### config.mk
export PLATFORM = sky130hd
export DESIGN_NAME = ifetch_stage
export DESIGN_NICKNAME = d
export VERILOG_FILES = /design/src/rtl/ifetch_stage_pkg.sv /design/src/rtl/ifid_reg.sv /design/src/rtl/ifetch_stage.sv
export SDC_FILE = /design/constraint.sdc
export NUM_CORES = 1
export LEC_CHECK = 0
export ABC_AREA = 1
export BUFFER_PORTS_ARGS = -buffer_cell sky130_fd_sc_hd__buf_4
export CORE_ASPECT_RATIO = 0.8
export CORE_MARGIN = 2
export CORE_UTILIZATION = 54
export DETAILED_ROUTE_END_ITERATION = 16
export PLACE_DENSITY = 0.86
export SETUP_SLACK_MARGIN = 0.05
export SYNTH_ARGS = -nofsm -noshare
export SYNTH_HDL_FRONTEND = slang
export SYNTH_SLANG_ARGS = --single-unit
### constraint.sdc
create_clock -name clk -period 3.5 [get_ports clk]
set_clock_uncertainty 0.15 [all_clocks]
set_input_delay 0.175 -clock clk [delete_from_list [all_inputs] [get_ports clk]]
set_output_delay 0.175 -clock clk [all_outputs]
set_load 0.01 [all_outputs]
### src/rtl/ifetch_stage_pkg.sv
// ifetch_stage_pkg: fetch FSM state encoding and reset constants shared by the
// PC register, the fetch stage and decode.
package ifetch_stage_pkg;
    typedef enum logic [1:0] {
        IF_IDLE = 2'd0,
        IF_REQ  = 2'd1,
        IF_HOLD = 2'd2
    } if_state_t;
    localparam logic [31:0] RESET_PC  = 32'h0000_3000;
    localparam logic [31:0] NOP_INSTR = 32'h0000_0000;
endpackage

### src/rtl/ifid_reg.sv
// ifid_reg: IF/ID pipeline register with load / bubble / hold controls.
//   clk, reset_n : clock, synchronous active-low reset
//   load         : capture instr/pc as a valid instruction
//   bubble       : insert NOP, clear valid (pc left as is)
//   instr, pc    : incoming fetched word and its address
//   if_id_*      : register contents towards decode
// Neither load nor bubble means hold.
module ifid_reg #(
    parameter logic [31:0] RESET_PC  = ifetch_stage_pkg::RESET_PC,
    parameter logic [31:0] NOP_INSTR = ifetch_stage_pkg::NOP_INSTR
) (
    input  logic        clk,
    input  logic        reset_n,
    input  logic        load,
    input  logic        bubble,
    input  logic [31:0] instr,
    input  logic [31:0] pc,
    output logic [31:0] if_id_instr,
    output logic [31:0] if_id_pc,
    output logic        if_id_valid
);
    always_ff @(posedge clk) begin
        if (!reset_n) begin
            if_id_instr <= NOP_INSTR;
            if_id_pc    <= RESET_PC;
            if_id_valid <= 1'b0;
        end else if (bubble) begin
            if_id_instr <= NOP_INSTR;
            if_id_valid <= 1'b0;
        end else if (load) begin
            if_id_instr <= instr;
            if_id_pc    <= pc;
            if_id_valid <= 1'b1;
        end
    end
endmodule

### src/rtl/ifetch_stage.sv
// ifetch_stage: instruction fetch between PC register and decode.
//   clk, reset_n       : clock, synchronous active-low reset
//   pc                 : current PC; pc_plus4 = pc + 4 to next-PC mux
//   hazard, flush      : decode stall / taken branch (flush wins)
//   imem_req/addr/ack/rdata : req/ack instruction memory read
//   pc_en              : one-cycle PC load (delivery or flush)
//   if_id_instr/pc/valid : IF/ID register towards decode
// Optional macro IFETCH_PERF_EN adds perf_fetch_cnt and perf_stall_cnt.
module ifetch_stage #(
    parameter logic [31:0] RESET_PC  = ifetch_stage_pkg::RESET_PC,
    parameter logic [31:0] NOP_INSTR = ifetch_stage_pkg::NOP_INSTR
) (
    input  logic        clk,
    input  logic        reset_n,
    input  logic [31:0] pc,
    input  logic        hazard,
    input  logic        flush,
    input  logic        imem_ack,
    input  logic [31:0] imem_rdata,
    output logic        imem_req,
    output logic [31:0] imem_addr,
    output logic        pc_en,
    output logic [31:0] pc_plus4,
    output logic [31:0] if_id_instr,
    output logic [31:0] if_id_pc,
    output logic        if_id_valid
`ifdef IFETCH_PERF_EN
    ,
    output logic [31:0] perf_fetch_cnt,
    output logic [31:0] perf_stall_cnt
`endif
);
    import ifetch_stage_pkg::*;

    if_state_t   state, state_nx;
    logic        flush_pend;
    logic [31:0] hold_instr;
    logic        ack_req, deliver, bubble;

    assign ack_req  = (state == IF_REQ) && imem_ack;
    // A word reaches IF/ID only when no flush is live or pending and decode can take it.
    assign deliver  = !flush && !hazard && ((ack_req && !flush_pend) || state == IF_HOLD);
    // Decode consumes IF/ID every unstalled cycle, so anything not refilled becomes a bubble.
    assign bubble   = flush || (!hazard && !deliver);
    assign pc_en    = deliver || flush;
    assign pc_plus4 = pc + 32'd4;

    // A flush in IDLE stays in IDLE so the next request uses the branch target, not the stale pc.
    always_comb begin
        state_nx = (state == IF_IDLE) ? (flush ? IF_IDLE : IF_REQ)
                 : (state == IF_REQ)  ? (!imem_ack ? IF_REQ
                                        : (flush || flush_pend || !hazard) ? IF_IDLE : IF_HOLD)
                 : (state == IF_HOLD) ? ((flush || !hazard) ? IF_IDLE : IF_HOLD)
                 : IF_IDLE;
    end

    always_ff @(posedge clk) begin
        if (!reset_n) begin
            state      <= IF_IDLE;
            imem_req   <= 1'b0;
            imem_addr  <= RESET_PC;
            flush_pend <= 1'b0;
            hold_instr <= NOP_INSTR;
        end else begin
            state      <= state_nx;
            imem_req   <= (state_nx == IF_REQ);
            // An outstanding request cannot be cancelled; remember the flush until its ack.
            flush_pend <= (state == IF_REQ) && !imem_ack && (flush || flush_pend);
            if (state == IF_IDLE && !flush)
                imem_addr <= {pc[31:2], 2'b00};
            if (ack_req)
                hold_instr <= imem_rdata;
        end
    end

    ifid_reg #(
        .RESET_PC (RESET_PC),
        .NOP_INSTR(NOP_INSTR)
    ) u_ifid (
        .clk        (clk),
        .reset_n    (reset_n),
        .load       (deliver),
        .bubble     (bubble),
        .instr      ((state == IF_HOLD) ? hold_instr : imem_rdata),
        .pc         (imem_addr),
        .if_id_instr(if_id_instr),
        .if_id_pc   (if_id_pc),
        .if_id_valid(if_id_valid)
    );

`ifdef IFETCH_PERF_EN
    always_ff @(posedge clk) begin
        if (!reset_n) begin
            perf_fetch_cnt <= 32'd0;
            perf_stall_cnt <= 32'd0;
        end else begin
            if (deliver)
                perf_fetch_cnt <= perf_fetch_cnt + 32'd1;
            if ((state == IF_REQ && !imem_ack) || state == IF_HOLD)
                perf_stall_cnt <= perf_stall_cnt + 32'd1;
        end
    end
`endif
endmodule
Word level (Yosys, flattened, before mapping)
Index checks and enable logic that the tools add are counted.
{ "totals": {"reg_bits": 129, "latch_bits": 0, "ramBits": 0, "romBits": 0, "in_bits": 69, "output_inout_bits": 131, "n_memories": 0} }
{ "classes": {"add_sub_neg": 1, "n_mul": 0, "div": 0, "n_lt_le_gt_ge": 0, "n_eq_ne": 3, "shift": 0, "muxes": 8, "n_bitwise": 2, "reduce_logical": 22} }
{ "op_table": {"columns": ["cell", "n"], "rows": [
  ["$add 32x3->32 const B", 1],
  ["$mux 32", 1],
  ["$mux 2", 6],
  ["$logic_and 1x1->1", 8],
  ["$logic_or 1x1->1", 6],
  ["$logic_not 1->1", 5],
  ["$eq 2x1->1 const B", 2],
  ["$eq 2x2->1 const B", 1],
  ["$logic_not 2->1", 1],
  ["$not 1->1", 2],
  ["$reduce_and 2->1", 1],
  ["$reduce_or 2->1", 1],
  ["$mux 1", 1]
]} }

Depth between registers and ports, before layout
{ "depth": {"word_depth": 10, "mapped_depth": 8, "ltp_nobuf": 8} }

By module
A second synthesis with hierarchy kept.
{ "unflattened": {"hier_cells": 899, "hier_area_um2": 6062.1} }
{ "modules_own_cells": {"columns": ["mod", "n_inst", "cells_each", "area_each_um2", "seq_area_each_um2"], "rows": [
  ["ifetch_stage", 1, 552, 3595.9, 1321.3],
  ["ifid_reg", 1, 347, 2466.1, 1301.2]
]} }

Worst setup path before layout
No wires, ideal clock.
{ "synth_path": {"path_type": "input to output", "startpoint": "input port pc[2]", "endpoint": "output port pc_plus4[16]", "arrival_time_ns": 1.128, "required_ns": 3.175, "path_slack_ns": 2.047, "cell_stages": 5, "path_buffers": 0, "cell_sequence": "ha_1 > nand3_1 > nor2_1 > nand3_1 > xnor2_1"} }
{ "synth_via": {"elab_chain_len": 1} }
{ "synth_rtl": {"columns": ["item", "line_no", "text"], "rows": [
  ["start: declaration", "ifetch_stage.sv:15", "input logic [31:0] pc,"],
  ["$add 32x3->32", "ifetch_stage.sv:46", "assign pc_plus4 = pc + 32'd4;"],
  ["end: declaration", "ifetch_stage.sv:23", "output logic [31:0] pc_plus4,"]
]} }
Every way passes these cells.

Worst setup path after layout
{ "layout_path": {"startpoint": "register state[1]", "endpoint": "register state[1]"} }
{ "layout_via": {"elab_chain_len": 4, "word_cells_on_any_way": 6} }
{ "layout_rtl": {"columns": ["item", "line_no", "text"], "rows": [
  ["start: declaration", "ifetch_stage.sv:35", "if_state_t state, state_nx;"],
  ["start signal: assignment", "ifetch_stage.sv:65", "state <= state_nx;"],
  ["$eq 2x2->1", "ifetch_stage.sv:53", ": (state == IF_HOLD) ? ((flush || !hazard) ? IF_IDLE : IF_HOLD)"],
  ["$mux 2", "ifetch_stage.sv:53", null],
  ["$mux 2", "ifetch_stage.sv:51", ": (state == IF_REQ) ? (!imem_ack ? IF_REQ"],
  ["$mux 2 (*)", "ifetch_stage.sv:50", "state_nx = (state == IF_IDLE) ? (flush ? IF_IDLE : IF_REQ)"]
]} }
Mark *: on every way between the ends. The rest lies on a longest branch, timed or not.
A chain may end at the register's enable or synchronous reset.

==> metrics.md <==
| Metric | Value |
|---|---|
| Initial drt markers | 870 |
| Post-synth EDFFs | 0 |
| CP arrival | 2.75 ns |
| Clock power frac | 49.0% |
| Global placement routability congestion | 0.951 |
| Post-CTS Setup Bufs | 0 |
| Slowest-stage cell, CP | dlygate4sd3_1 |
| Synthesized instance count | 821 |
| Psw | 0.000965 W |
| Reg power frac | 38.4% |
| Crit path time final | 2.55 ns |
| Die Height | 96.2 um |
| Syn. warnings | 0 |
| Share of layout cells above drive strength 1 | 22.1% |
| Post-Synth XOR/XNOR Area | 2.29% |
| Syn Std Cell Area | 0.00574 sq mm |
| Compound-cell area share of the yosys netlist | 16.7% |
| Worst hold stages | 3 |
| Clock tree buffer depth | 2 |
| First-pass GRT wire length | 30000 um |
| Post-DP HPWL | 11300 um |
| Clk sinks | 129 |
| Crit-path cells | nand2_2 -> nand2_2 -> buf_4 -> nand2_1 -> nor3_1 -> dlygate4sd3_1 |
| Synth area leaders | dfxtp_1 (45%), nand2_1 (12%), a21oi_1 (8.4%), o21ai_0 (7.6%), nand3_1 (6.5%) |
| Synth cell count leaders | nand2_1 (186), dfxtp_1 (129), nor2_1 (98) |
| Net count, final | 1118 |
| Slew @ Worst Pin | 1.04 ns |
| Final Power | 0.00409 W |
| Vias | 6616 |
| Unique masters post-synth | 25 |
| Top-area cell type share of the netlist area | 45.0% |
| Worst reg2reg setup slack | 0.95 ns |
| Total GRT Usage | 33.2% |
| Worst-path clk slew | 0.05 ns |
| Vias in the first global route | 6054 |
| Synth async-reset ratio | 0% |
| Vias per inst | 5.51 |
| Core Util, Final | 82.1% |
| Worst hold path type | in2reg |
| Mux contribution to synthesized area | 0% |
| Dominant cell type by area after synthesis | dfxtp_1 |
| Hold Path Sink | hold_instr[22] |
| CTS buffer count | 17 |
| Antenna-violating nets left | 0 |
| DRC | 0 |
| Number of max-cap violations | 0 |
| Total Neg Setup Slack | 0 ns |
| Number of synthesized register bits | 129 |
| Wire per inst | 15.9 um |
| Worst hold margin | 0.0477 ns |
| Post-Syn Area per Cell | 6.99 sq um |
| Setup violations, final | 0 |
| Post-Synth Simple-Gate Area | 27.7% |
| Hold Fails Final Rpt | 0 |
| # H-tree levels | 4 |
| Outcome | finished, final reports clean |
| Crit Path Category | reg2reg |
| Crit Path Max Fanout | 63 |
| Internal Power | 0.00313 W |
| Ys flop type | dfxtp_1 |
| Routed wire length | 19100 um |
| VDD IR max | 422 uV |
| Worst R2R End | state[1] |
| DP Area | 0.00712 sq mm |
| Core box area | 0.0103 sq mm |
| Initial antenna violation count | 0 |
| Initial core utilization | 55.8% |
| Die W | 119 um |
| WP data required | 3.71 ns |
| Clk_lat worst skew | 0.42 ns |
| Switch share | 23.6% |
| Logic pwr share | 12.6% |
| P_leak | 3.63 nW |
| Max-slew violations | 0 |
| Drt first pass iters | 6 |
| CTS tree | done |
| Clock root cell | clkbuf_16 |
| Tcrit/Tclk final | 72.8% |
| Post_cts resized | 0 |
| Worst Setup Start Kind | flip-flop |
| Die area | 0.0115 sq mm |
| Sequential area share after synthesis | 45.0% |
| Count leader, synth | nand2_1 |
| Largest family of logic cells by synthesized area | simple AND/OR/NAND/NOR gates |
| Ant. Diodes | 0 |
| Fin area | 0.00844 sq mm |
| Area grow syn2layout | 47.1% |
| Slowest stage delay, CP | 0.58 ns |
| Synthesized-area fraction occupied by adder cells | 0.218% |
| Crit path top cell by count | nand2_2 |
| Worst r2r src | state[1] |
| IO buf count | 191 |
| HP Start | imem_rdata[22] |
| Core Rows | 33 |
| Grt total ovfl | 0 |
| Pwr/cell area | 485 mW/mm^2 |
| I/O pin count | 200 |
| Slew headroom | 30.7% |
| Pin count of the biggest net entering global routing | 67 |
| RSZ-0062 raised after global routing | no |
| Worst setup EP type | flip-flop |
| Worst r2r path cells | 6 |
| Peak Freq | 393 MHz |
[per-layer routing]
| layer | track usage, % | part of all wire [%] | vias up |
|---|---|---|---|
| met2 | 51.6 | 45 | 428 |
| met5 | 0 | 0 | - |
| met3 | 7.76 | 10 | 92 |
| met1 | 42.8 | 40 | 2966 |
| li1 | - | - | 3130 |
| met4 | 18.8 | 4.7 | 0 |
[cell usage in the layout (no fill, tap or decap), drive strengths merged, types with 5 or more instances in the layout]
master / netlist / layout
nor2: 100 / 100
dfxtp: 129 / 129
o21ai: 95 / 95
bufinv: 0 / 6
a21oi: 96 / 96
clkbuf: 20 / 21
inv: 49 / 49
nand3b: 11 / 11
dlygate4sd3: 0 / 65
xnor2: 5 / 5
nand3: 75 / 75
buf: 36 / 196
xor2: 10 / 10
nand2: 189 / 189
[critical path, delay by kind of cell (launching register included)]
family,cells,cell delay (ns)
buffers and inverters,2,1.14
flip-flops,1,0.41
AND/OR/NAND/NOR,4,0.77
[registers in the layout, indices dropped and copies added (netlist names)]
signal	cells
hold_instr	32
imem_req	1
imem_addr	30
u_ifid.if_id_pc	30
u_ifid.if_id_instr	32
state	2
flush_pend	1
u_ifid.if_id_valid	1
[worst max-delay path by stage]
| stage | start | slack, ns | to | cells past startpoint |
|---|---|---|---|---|
| finish | state[1] | 0.95 | state[1] | 6 |
| detailed placement | reset_n | 1.42 | u_ifid.if_id_instr[19] | 4 |
| floorplan | pc[2] | 2.05 | pc_plus4[16] | 5 |
| global route | state[1] | 0.87 | state[1] | 6 |
| global placement | reset_n | 1.51 | u_ifid.if_id_instr[7] | 4 |
| CTS | state[1] | 1.12 | state[1] | 6 |
[power by group through the flow]
stage | Sequential [W] | Clock (W) | Combinational (W)
final | 0.00157 | 0.00201 | 0.000517
after global routing | 0.00158 | 0.00208 | 0.000557
after CTS | 0.00157 | 0.00200 | 0.000499
after detailed placement | 0.00160 | 0 | 0.000436
after global placement | 0.00160 | 0 | 0.000429
after floorplan | 0.00160 | 0 | 0.000216
[stage by stage]
step,worst slack (ns),std cells
floorplan,2.05,824
global placement,1.51,1104
detailed placement,1.42,1104
CTS,1.12,1201
global route,0.866,1201
finish,0.954,1201
[layout make-up]
class / instances / area [sq um]
Multi-Input combinational cell: 590 / 2710
Sequential cell: 129 / 2580
Timing Repair Buffer: 261 / 2120
Fill cell: 635 / 1840
Clock buffer: 21 / 460
Clock inverter: 11 / 208
Inverter: 49 / 184
Tap cell: 140 / 175
[repair_timing]
action / in CTS / in global routing
endpoints found under the hold margin: 66 / 0
hold buffers: 65 / 0
setup endpoints to repair: 0 / 0
[cell families (layout without fill, tap and decap cells)]
kind of cell,count (synthesis),after routing
adders and majority gates,1,1
buffers and inverters,105,342
and+or+nand+nor,379,379
other,1,4
DFF,129,129
xor gates and xnor gates,15,15
AOI/OAI and AO/OA,191,191
No activity file was read; power rests on OpenSTA's default activity.
